## src/rtl/pipe_stall_ctrl.sv

```systemverilog
// Stall/flush controller for the 5-stage core: PC and IF/ID enables, bubble insertion,
// HI/LO multi-cycle start/busy tracking, stall watchdog and stall-cycle counter.
module pipe_stall_ctrl #(
  parameter int unsigned MULT_LAT  = 5,
  parameter int unsigned DIV_LAT   = 10,
  parameter int unsigned CNT_W     = 6,
  parameter int unsigned MAX_STALL = 40
) (
  input  logic        clk,
  input  logic        reset,
  input  logic        isPause,
  input  logic        ID_isMD,
  input  logic        ID_isDiv,
  input  logic        ID_isHiLo,
  input  logic        ID_redirect,
  output logic        PC_en,
  output logic        IF_ID_en,
  output logic        IF_ID_clr,
  output logic        ID_EX_clr,
  output logic        md_start,
  output logic        md_busy,
  output logic        stall_err,
  output logic [31:0] stall_cnt
);

  localparam int unsigned RUN_W = $clog2(MAX_STALL + 1);

  typedef enum logic {IDLE, MD_BUSY} md_state_t;

  md_state_t        state;
  logic [CNT_W-1:0] md_cnt;
  logic [CNT_W-1:0] md_cnt_nxt;
  logic [RUN_W-1:0] run;
  logic             stall;

  assign md_busy = (state == MD_BUSY);

  always_comb begin
    stall     = isPause | (md_busy & (ID_isMD | ID_isHiLo));
    PC_en     = ~stall;
    IF_ID_en  = ~stall;
    ID_EX_clr = stall;
    IF_ID_clr = ID_redirect & ~stall;
    md_start  = ID_isMD & ~stall;
  end

  always_comb begin
    md_cnt_nxt = md_cnt;
    if (md_start)
      md_cnt_nxt = ID_isDiv ? CNT_W'(DIV_LAT) : CNT_W'(MULT_LAT);
    else if (md_cnt != '0)
      md_cnt_nxt = md_cnt - CNT_W'(1);
  end

  // State mirrors md_cnt != 0 but is taken from the next count so md_busy stays a flop output.
  always_ff @(posedge clk or posedge reset) begin
    if (reset) begin
      state     <= IDLE;
      md_cnt    <= '0;
      run       <= '0;
      stall_err <= 1'b0;
      stall_cnt <= '0;
    end else begin
      md_cnt <= md_cnt_nxt;
      state  <= (md_cnt_nxt != '0) ? MD_BUSY : IDLE;
      if (stall) begin
        stall_cnt <= stall_cnt + 32'd1;
        if (run != RUN_W'(MAX_STALL))
          run <= run + RUN_W'(1);
        // Error lands on the edge that brings run to MAX_STALL.
        if (run >= RUN_W'(MAX_STALL - 1))
          stall_err <= 1'b1;
      end else begin
        run <= '0;
      end
    end
  end

endmodule
```

## config.mk

```make
export PLATFORM = sky130hd
export DESIGN_NAME = pipe_stall_ctrl
export DESIGN_NICKNAME = d
export VERILOG_FILES = /design/src/rtl/pipe_stall_ctrl.sv
export SDC_FILE = /design/constraint.sdc
export NUM_CORES = 1
export LEC_CHECK = 0
export CAP_MARGIN = 20
export CORE_MARGIN = 1
export CORE_UTILIZATION = 46
export CTS_CLUSTER_DIAMETER = 60
export DETAILED_ROUTE_END_ITERATION = 6
export GPL_ROUTABILITY_DRIVEN = 0
export MAX_ROUTING_LAYER = met4
export PLACE_DENSITY = 0.75
export SLEW_MARGIN = 15
export SYNTH_ARGS = -nofsm -noshare
export SYNTH_HDL_FRONTEND = slang
export SYNTH_SLANG_ARGS = --single-unit
```

## constraint.sdc

```tcl
create_clock -name clk -period 1.6 [get_ports clk]
set_input_delay 0.32 -clock clk [delete_from_list [all_inputs] [get_ports clk]]
set_output_delay 0.32 -clock clk [all_outputs]
set_load 0.005 [all_outputs]
```

==> run metrics <==
WS Path Type=flip-flop to primary output; FFs w/ async S/R, synth=100%; P_leak=1.97 nW; P_int=2.68 mW; overall routed net length=6090 um; initial antenna violation count=0; min-delay worst type=input pin to async pin; vias in the first global route=2042; startpoint types=flip-flop; Worst path top cell family by delay=buffers and inverters; MaxCap Viol Count=0; Die Span Y=72.8 um; Synth Area in Adders=2.72%; share of layout cells above drive strength 1=31.8%; CP arrival=1320 ps; Detailed Routing Iterations Pass 1=4; CTS sink cnt=46; post-route cell area=0.00363 mm2; row count=25; TritonCTS clock tree=done; post-synth cell types=45; final setup margin=-37.3 ps; Cell Area, Placed=0.00319 mm2; Sw Ratio=33.3%; synth warn=0; XOR/XNOR share of the synthesized area=15.2%; core area=0.00479 mm2; Area Growth Syn to Fin=57.5%; failing checks=setup timing; first-pass GRT wire length=9190 um; syn_area_per_cell=10.6 um2; placed cells=370; initial core utilization=48.1%; sequential power share=40.5%; # hold bufs at CTS=0; H-tree levels=2; run status=finished, violations left; Pins Over Slew Limit=0; post-DR wirelength/cell=15.1 um; fmax=611 MHz; crit-path max FO=6; RSZ-0062 raised after global routing=yes; vias per inst=5.18; Post-synth EDFFs=0; CP most frequent cell=buf_6; Crit. End Element=primary output; post-route clock skew=8.93 ps; Comb power frac=40.9%; Finished Core Util=75.8%; DR vias=2087; largest net degree at the start of global routing=47; CP cell instances=o21a_1, nor2_1, buf_4, buf_6, inv_4, buf_6; Synth Area in Compound Gates=6.03%; Synthesized Nets=229; clk_lat worst skew=310 ps; Root Driver=clkbuf_8; Tcrit/Tclk final=102%; dpl hpwl=3680 um; total CTS buffers=5; Worst Hold Slack=361 ps; post-route ant nets=0; Psw=1.34 mW; width of the die=72.8 um; Pwr Density=1110 mW/mm2; Period minus WS final=1640 ps; fin nets=347; Final Power=4.02 mW; DRT iter0 DRCs=110; final setup fails=3; main combinational cell family by area after synthesis=simple AND/OR/NAND/NOR gates; Req. time, crit path=1280 ps; Max Buffers Root-to-Sink=2; ANT cells=0; Post-Synthesis Cells=217; total die area=0.00529 mm2; ys flop type=dfrtp_1; Post-route DRC=0; worst-margin pin slew=348 ps; clock-pin slew on the worst setup and hold paths=90 ps; I/O Buffers=45; mux contribution to synthesized area=0.923%; sequential fraction of the synthesis area=50.0%; post-synthesis cell area=0.00230 mm2; crit path max-delay cell type=dfrtp_1; share of total power in the clock network=18.6%; final cell count without fillers=403; max incr delay on CP=380 ps; IO Pins=46; Slew HR=76.5%; GRT overflow=0; Tot GR Track Use=24.1%; post-synthesis simple-gate area fraction=22.5%; Bufs and invs on worst path=4; maximum VDD drop=0.717 mV; #FFs+latches synth=46; Hold Fails Final Rpt=0
[what timing repair did]
item,in CTS,in global routing
resized for setup,45,40
buffers inserted,16,9
endpoints found under the setup margin,28,27
pin swaps,10,10
[layout make-up]
type                    instances  area [um2]
fillers                       321        1160
clock buffers                   7        86.3
flip-flops and latches         46        1150
clock inverters                 1        5.00
well taps                      67        83.8
multi-input cells             156        1210
inverters                      11        43.8
repair buffers                115        1040
[through the flow]
stage               worst slack, ps  TNS, ps
floorplan                      27.7        0
global placement               -538    -8210
detailed placement             -533    -8670
CTS                           -43.6     -105
global route                   -101     -417
finish                        -37.3    -90.5
[layer usage]
metal	routed length [um]	track usage, %
met1	2460	27.2
met2	3150	39.9
met3	299	6.77
met4	188	10.9
met5	0	-
[worst register-to-register path: cells and delay by family, from the launching register on]
family	cells	cell delay (ps)
flip-flops	1	370
AND/OR/NAND/NOR	3	970
XOR/XNOR	1	190
[cells by family (layout without fill, tap and decap cells)]
kind of cell    after synthesis  in the layout
simple gates                 92             92
flops                        46             46
xor+xnor                     40             40
compound gates               17             17
buf+inv                      15            134
fa+ha+maj                     5              5
mux                           2              2
[registers in the layout, indices dropped and copies added, names as in the netlist]
register and count:
md_busy 1, md_cnt 6, run 6, stall_cnt 32, stall_err 1
[worst paths after layout]
| path | startpoint | to | slack [ps] | cells past startpoint |
|---|---|---|---|---|
| setup / recovery | md_busy | ID_EX_clr | -40 | 6 |
| hold / removal | reset | stall_cnt[22] | 360 | 3 |
| setup reg to reg | stall_cnt[25] | stall_cnt[31] | -20 | 4 |
| hold reg to reg | stall_err | stall_err | 470 | 1 |
| max in group asynchronous | reset | stall_cnt[15] | 1020 | 3 |
| min in group clk | stall_err | stall_err | 470 | 1 |
[cell usage in the layout (no fill, tap or decap), drive strengths merged, types with 11 or more instances in the layout]
master	instances
nand3	13
dlymetal6s2s	12
xnor2	21
nor2	21
nand4	11
dlygate4sd2	19
nand2	18
buf	74
dfrtp	46
xor2	19
[synth_stat cells (3+ instances only)]
library cell	instances	share of area, %
dfrtp_1	46	50
nor2_1	21	3.4
xnor2_1	21	8.0
xor2_1	19	7.2
nand2_1	18	2.9
nand3_1	13	2.8
nand4_1	10	2.7
inv_1	9	1.5
nor3_1	7	1.5
ha_1	5	2.7
and3_1	4	1.1
nor4_2	3	1.6
[power by group through the flow]
stage	registers (mW)	clock network (mW)	logic (mW)
after floorplan	1.66	0	0.776
after global placement	1.63	0	1.45
after detailed placement	1.63	0	1.49
after CTS	1.61	0.759	1.50
after global routing	1.67	0.824	1.81
final	1.63	0.746	1.65
No activity file was read; power rests on OpenSTA's default activity.
